File: src/rtl/clk_div_ctrl.sv
// Programmable clock-enable controller: divided clk_out, tick and done pulses,
// with divisor/burst updates accepted by handshake and applied on period wrap.
module clk_div_ctrl #(
   parameter int CNT_W       = 16,
   parameter int BURST_W     = 8,
   parameter int DEFAULT_DIV = 2
) (
   input  logic               clk,
   input  logic               rst_n,
   input  logic               cfg_valid,
   output logic               cfg_ready,
   input  logic [CNT_W-1:0]   cfg_div,
   input  logic [BURST_W-1:0] cfg_burst,
   input  logic               start,
   input  logic               stop,
   output logic               busy,
   output logic               tick,
   output logic               clk_out,
   output logic               done
);

   localparam logic [1:0] S_IDLE = 2'd0;
   localparam logic [1:0] S_RUN  = 2'd1;
   localparam logic [1:0] S_STOP = 2'd2;

   logic [1:0]         r_state;
   logic [CNT_W-1:0]   r_cnt;
   logic [CNT_W-1:0]   r_div;
   logic [BURST_W-1:0] r_burst;
   logic               r_pend;
   logic [CNT_W-1:0]   r_pdiv;
   logic [BURST_W-1:0] r_pburst;
   logic [BURST_W-1:0] r_rem;
   logic               r_tick;
   logic               r_clk;
   logic               r_done;

   logic               w_cap;
   logic               w_apply;
   logic [CNT_W-1:0]   w_cfg_div;
   logic [CNT_W-1:0]   w_div_n;
   logic [BURST_W-1:0] w_burst_n;
   logic [1:0]         w_state_n;
   logic [CNT_W-1:0]   w_cnt_n;
   logic [BURST_W-1:0] w_rem_n;
   logic               w_run_n;
   logic               w_tick_n;
   logic               w_clk_n;
   logic               w_done_n;

   always_comb begin
      w_cap     = cfg_valid && !r_pend;
      w_cfg_div = (cfg_div < CNT_W'(2)) ? CNT_W'(2) : cfg_div;
      // Pending settings land immediately when idle, else only at the wrap
      w_apply   = r_pend && (r_state == S_IDLE || r_tick);
      w_div_n   = w_apply ? r_pdiv : r_div;
      w_burst_n = w_apply ? r_pburst : r_burst;
      w_state_n = r_state;
      w_cnt_n   = r_cnt;
      w_rem_n   = r_rem;
      case (r_state)
         S_IDLE: begin
            if (start && !stop) begin
               w_state_n = S_RUN;
               w_cnt_n   = '0;
               w_rem_n   = w_burst_n;
            end
         end
         default: begin
            if (r_state == S_RUN && stop)
               w_state_n = S_STOP;
            if (r_tick) begin
               w_cnt_n = '0;
               if (r_rem != '0)
                  w_rem_n = r_rem - BURST_W'(1);
               // done already flagged this tick: stop and burst end merge here
               if (r_done)
                  w_state_n = S_IDLE;
            end else begin
               w_cnt_n = r_cnt + CNT_W'(1);
            end
         end
      endcase
      w_run_n  = (w_state_n != S_IDLE);
      w_tick_n = w_run_n && (w_cnt_n == w_div_n - CNT_W'(1));
      w_clk_n  = w_run_n && (w_cnt_n < (w_div_n >> 1));
      w_done_n = w_tick_n &&
                 (w_state_n == S_STOP || w_rem_n == BURST_W'(1));
   end

   always_ff @(posedge clk or negedge rst_n) begin
      if (!rst_n) begin
         r_state  <= S_IDLE;
         r_cnt    <= '0;
         r_div    <= CNT_W'(DEFAULT_DIV);
         r_burst  <= '0;
         r_pend   <= 1'b0;
         r_pdiv   <= CNT_W'(DEFAULT_DIV);
         r_pburst <= '0;
         r_rem    <= '0;
         r_tick   <= 1'b0;
         r_clk    <= 1'b0;
         r_done   <= 1'b0;
      end else begin
         r_state <= w_state_n;
         r_cnt   <= w_run_n ? w_cnt_n : '0;
         r_div   <= w_div_n;
         r_burst <= w_burst_n;
         r_rem   <= w_rem_n;
         r_tick  <= w_tick_n;
         r_clk   <= w_clk_n;
         r_done  <= w_done_n;
         if (w_cap) begin
            r_pend   <= 1'b1;
            r_pdiv   <= w_cfg_div;
            r_pburst <= cfg_burst;
         end else if (w_apply) begin
            r_pend <= 1'b0;
         end
      end
   end

   assign cfg_ready = !r_pend;
   assign busy      = (r_state != S_IDLE);
   assign tick      = r_tick;
   assign clk_out   = r_clk;
   assign done      = r_done;

endmodule
File: config.mk
export PLATFORM = sky130hd
export DESIGN_NAME = clk_div_ctrl
export DESIGN_NICKNAME = d
export VERILOG_FILES = /design/src/rtl/clk_div_ctrl.sv
export SDC_FILE = /design/constraint.sdc
export NUM_CORES = 1
export LEC_CHECK = 0
export ABC_AREA = 1
export CAP_MARGIN = 20
export CELL_PAD_IN_SITES_DETAIL_PLACEMENT = 0
export CELL_PAD_IN_SITES_GLOBAL_PLACEMENT = 1
export CORE_MARGIN = 10
export CORE_UTILIZATION = 40
export DETAILED_ROUTE_END_ITERATION = 6
export PLACE_DENSITY_LB_ADDON = 0.15
export SLEW_MARGIN = 20
export SYNTH_ARGS = -nofsm -noshare
export SYNTH_HDL_FRONTEND = slang
export SYNTH_SLANG_ARGS = --single-unit
File: constraint.sdc
create_clock -name clk -period 2.2 [get_ports clk]
set_input_delay 0.44 -clock clk [delete_from_list [all_inputs] [get_ports clk]]
set_output_delay 0.44 -clock clk [all_outputs]
set_load 0.02 [all_outputs]
* Yosys cells after proc, flatten, opt, wreduce, memory -nomap -nowiden
Index checks and enable logic that the tools add are counted.
** Storage, ports and cells
- Word-level logic and storage cells :: 54
- Register bits after elaboration :: 78
- Input bits :: 29
- Output and inout port bits :: 5
** Operators by class
- $lt $le $gt $ge :: 2
- Reductions and logical operators :: 16
- Muxes and demuxes :: 18
- Add/subtract/negate cells :: 3
- Equality and inequality tests :: 4
** Operator list (number)
- 16-bit two-way mux :: 6
- 8-bit two-way mux :: 5
- 16-bit by 1-bit adder with 16-bit output (second input constant) :: 1
- 16-bit == test :: 1
- 16-bit by 15-bit less-than comparator with 1-bit output :: 1
- 16-bit by 2-bit less-than comparator with 1-bit output (second input constant) :: 1
- 16-bit by 1-bit subtractor with 16-bit output (second input constant) :: 1
- 2-bit two-way mux :: 5
- 8-bit by 1-bit == test with 1-bit output (second input constant) :: 1
- 8-bit nonzero test :: 1
- 8-bit by 1-bit subtractor with 8-bit output (second input constant) :: 1
- 1-bit logical AND :: 7
- 2-bit nonzero test :: 3
- 2-bit by 1-bit == test with 1-bit output (second input constant) :: 1
- 2-bit == test (second input constant) :: 1
- 1-bit logical NOT :: 2
- 2-bit logical NOT :: 1
- 1-bit logical OR :: 2
- 1-bit two-way mux :: 2

* Longest topological paths before layout
- Word-level depth :: 9
- Depth in mapped cells :: 20
- Depth with buffers taken out :: 18

* Worst setup path before layout
No wires, ideal clock.
- Kind :: reg-to-reg
- Start point :: register r_tick (netlist: tick)
- End point :: register r_done (netlist: done)
- Cell stages (with the launch flop) :: 21
- Clock period less this slack :: 2.261 ns
- Slack :: -0.061 ns
- Arrival :: 2.181 ns
- Required time :: 2.120 ns
- Path through :: dfrtp_1 buf_6 inv_4 o21ai_4 nand2_4 buf_8 nand2_1 nand2_2 ha_1 nand2_4 nor2_8 nand2_2 nand2_1 nand2_1 nand2_1 nand2_1 inv_1 nand2_1 nor2_2 nand3_2 nor3_2
** On the way
- Cells in the longest elaborated chain, start to end :: 8
- Elaborated cells on any way between the ends :: 19
- Classes of those cells :: add/sub: 1; eq/ne: 3; mux: 9; reduce/logical: 6
** Ends and longest elaborated chain
- start: declaration :: RTL line 34 : logic r_tick;
- start signal: assignment :: RTL line 110 : r_tick <= w_tick_n;
- parallel branches: the longest is 7 deep, another holds 16-bit by 1-bit subtractor with 16-bit output
- 1-bit logical AND * :: RTL line 87 : w_done_n = w_tick_n &&
- named net w_done_n :: RTL line 49 : logic w_done_n;
- end signal: assignment :: RTL line 112 : r_done <= w_done_n;
- end: declaration :: RTL line 36 : logic r_done;
Mark *: on every way through the listed nets, which the timed path passes.
A chain may end at the register's enable or synchronous reset.

* Worst setup path after layout
- Start point :: register r_state[0]
- End point :: register r_done (netlist: done)
** On the way
- Cells in the longest elaborated chain, start to end :: 9
- Elaborated cells on any way between the ends :: 23
- Classes of those cells :: add/sub: 1; eq/ne: 4; mux: 10; reduce/logical: 8
** Ends and longest elaborated chain
- start: declaration :: RTL line 26 : logic [1:0] r_state;
- start signal: assignment :: RTL line 105 : r_state <= w_state_n;
- parallel branches: the longest is 8 deep, another holds 16-bit by 1-bit subtractor with 16-bit output
- 1-bit logical AND * :: RTL line 87
- named net w_done_n :: RTL line 49
Marked as above.

==> results.py <==
metrics = {
    "logic_synthesis": {
        "syn_area_per_cell_sq_um": 7.153,
        "synth_top_area_share_pct": 36.67,
        "yosysTopAreaCell": "dfrtp_1",
        "async_flop_share_pct": 100.0,
        "yosysSeqAreaShare_pct": 37.68,
        "post-synth-top-count-cell": "nand2_1",
        "ys_ff_latch": 78,
        "netlist_area_sq_mm": 0.005186,
        "synth_edf_count": 0,
        "yosys_warnings": 0,
        "synthCells": 725,
        "synth_ff_type": "dfrtp_1",
        "synthTopCellsByArea": "dfrtp_1, nand2_1, inv_1",
        "synth.cells.most_frequent": "nand2_1, inv_1, dfrtp_1",
        "ys_types": 43,
        "syn-num-nets": 772,
    },
    "drt": {
        "drtAntennaViolNets": 0,
        "routedWlPerCell_um": 13.96,
        "routed_wl_um": 14950,
        "via_per_inst": 4.734,
        "dr.pass1.iters": 5,
        "vias": 5070,
        "drcViolationCount": 0,
        "drt_iter0_markers": 324,
    },
    "grt": {
        "grt_antenna_before_repair": 0,
        "first_global_vias": 5139,
        "gr-total-overflow": 0,
        "grt_pass1_wl_um": 24940,
        "track_usage_pct": 17.21,
        "grt_max_degree": 35,
    },
    "timing": {
        "worst_pin_slew_ns": 0.4962,
        "period_share_pct": 106.3,
        "hold_viol": 0,
        "setup_viol": 3,
        "slew_violations": 0,
        "min_period_ns": 2.339,
        "fin_ws_ns": -0.1386,
        "fmax_ghz": 0.4276,
        "fin_skew_ns": 0.008173,
        "relSlewSlack_pct": 66.92,
        "fin_hold_ws_ns": 0.05556,
        "rsz0062_at_grt": "yes",
    },
    "setup_path": {
        "cp.arrival_ns": 2.60,
        "end_kind": "flop",
        "crit_required_ns": 2.46,
        "path_max_fanout": 6,
        "crit_type": "reg -> reg",
        "rrSetupSlack_ns": -0.14,
        "start_kind": "flop",
    },
    "cells_and_area": {
        "areaGrowthSynthToFinish_pct": 42.03,
        "fillers": 1214,
        "final_nets": 941,
        "register_area_sq_mm": 0.001963,
        "insertedDiodeCount": 0,
        "finish.instance_area_sq_mm": 0.007366,
        "multi_input_area_sq_mm": 0.003030,
        "drive_gt1_share_pct": 30.81,
    },
    "die": {
        "die-height_um": 133.9,
        "start_util_pct": 40.93,
        "pin_count": 34,
        "num_rows": 41,
        "fp.dieW_um": 133.9,
        "die_area_sq_mm": 0.01792,
        "core-area_sq_mm": 0.01267,
    },
    "power_and_ir_drop": {
        "power.density_mw_per_mm2": 1151,
        "p_clk_share_pct": 19.8,
        "irDropWorstVdd_mv": 0.6680,
        "pwr-share-seq_pct": 28.1,
        "p_int_uw": 4959,
        "power_switching_uw": 3521,
        "p_comb_share_pct": 52.1,
        "switching_share_pct": 41.52,
        "leakage_uw": 0.003764,
    },
    "clock_network": {
        "cts.clk_slew.worst_paths_ns": 0.07,
        "ctsHtreeMaxLevel": 3,
        "clkSinkCount": 78,
        "hold_buffers": 0,
        "worstSkewPairLatency_ns": 0.35,
        "cts_buffers": 9,
        "cts_tree": "done",
        "clockBufferDepth": 2,
        "clockRootBuffer": "clkbuf_16",
    },
    "placed_design": {
        "io_buffers": 33,
        "place.gp.congestion": 0.8734,
        "placedInstanceArea_sq_mm": 0.006500,
        "dp_hpwl_um": 11470,
    },
    "hold_path": {
        "hold_class": "in -> async",
    },
    "status": {
        "violations": "setup timing",
        "status": "complete, but fails checks",
    },
    "job": {
        "max_cap_viol_count": 0,
    },
}
## flip-flops by register name (all words and copies together) (netlist names)
register	flops
r_pdiv	16
done	1
r_state	2
r_pburst	8
tick	1
r_burst	8
r_pend	1
r_div	16
r_rem	8
r_cnt	16
clk_out	1
## area by class of cell
cell class / count / share of cell area, %
multi-input cells: 533 / 41.14
flip-flops and latches: 78 / 26.65
well taps: 172 / 2.922
clock buffers: 9 / 3.058
clock inverters: 7 / 1.427
repair buffers: 171 / 19.62
inverters: 101 / 5.181
## cells in the final DEF, fill, tap and decap left out, types with 10 or more instances in the layout
cell type	instances
clkdlybuf4s50_1	30
nand3_2	12
buf_4	127
nor2_1	46
nand3_1	48
ha_1	13
nand2_2	32
inv_1	90
nand4_1	13
nand2_1	234
dfrtp_1	69
nor2_2	14
o21ai_0	20
o21ai_1	10
## worst max-delay path, cell delays in order, from the launching register on
cell     delay [ns]
dfrtp_2        0.45
o21ai_4        0.17
buf_12         0.15
buf_6          0.11
nand3_4        0.06
nand2_4        0.09
ha_4           0.16
nand2_4        0.06
nor2_8         0.15
buf_6          0.13
nand3_4        0.06
nand2_2        0.08
nand2_1        0.05
nand2_1        0.06
nand2_1        0.06
nor2_2         0.12
nand3_2        0.12
nor3_2         0.17
## cell families (layout without fill, tap and decap cells)
| logic type | after synthesis | count (layout) | synth area share [%] |
|---|---|---|---|
| muxes | 1 | 1 | 0.1930 |
| xor gates and xnor gates | 9 | 9 | 1.520 |
| AOI/OAI and AO/OA | 61 | 61 | 7.166 |
| buffers and inverters | 115 | 288 | 9.650 |
| and+or+nand+nor | 443 | 444 | 39.45 |
| DFF | 78 | 78 | 37.68 |
| adders and majority gates | 18 | 18 | 4.343 |
## metrics by stage
stage	util [%]	worst slack [ns]	power [uW]	TNS [ns]	cells
after floorplan	-	0.01287	4793	0	725
after global placement	51.30	-0.4325	6240	-1.035	1029
after detailed placement	51.30	-0.4334	6301	-1.139	1029
after CTS	56.43	-0.09950	8228	-0.3006	1061
after global routing	58.13	-0.2965	9247	-0.7612	1071
final	58.13	-0.1386	8480	-0.2410	1071
## power by group through the flow
stage	Sequential (uW)	Combinational, uW	Clock, uW
CTS	2360	4150	1720
finish	2380	4410	1680
global route	2450	5010	1790
detailed placement	2370	3930	0
global placement	2350	3890	0
floorplan	2280	2510	0
## per-layer routing
metal  share of wire (%)  global-route usage, %  routed length (um)  vias up
met4                 1.4                  5.744                 204        0
met3                 3.7                  2.913                 553       18
met2                  46                  27.37                6847       89
li1                    -                      -                   -     2640
met1                  49                  23.13                7346     2323
met5                   0                      0                   0        -
## timing repair
| item | CTS | global route |
|---|---|---|
| cloned | 0 | 1 |
| pin swaps | 28 | 22 |
| setup buffers | 16 | 9 |
| endpoints found under the setup margin | 4 | 5 |
| gates resized for setup | 57 | 32 |
## path summary, 6_finish.rpt
| path | cells after the start | end | start |
|---|---|---|---|
| min in group clk | 2 | r_pdiv[9]$_DFFE_PN0P_ | r_pdiv[9]$_DFFE_PN0P_ |
| worst min register to register | 2 | r_pdiv[9]$_DFFE_PN0P_ | r_pdiv[9]$_DFFE_PN0P_ |
| worst max register to register | 17 | done$_DFF_PN0_ | r_state[0]$_DFF_PN0_ |
| max in group asynchronous | 2 | r_pdiv[1]$_DFFE_PN1P_ | rst_n |
| worst max-delay path | 17 | done$_DFF_PN0_ | r_state[0]$_DFF_PN0_ |
| worst min-delay path | 1 | r_rem[1]$_DFF_PN0_ | rst_n |
Note: power is estimated with default switching activity, not from simulation.
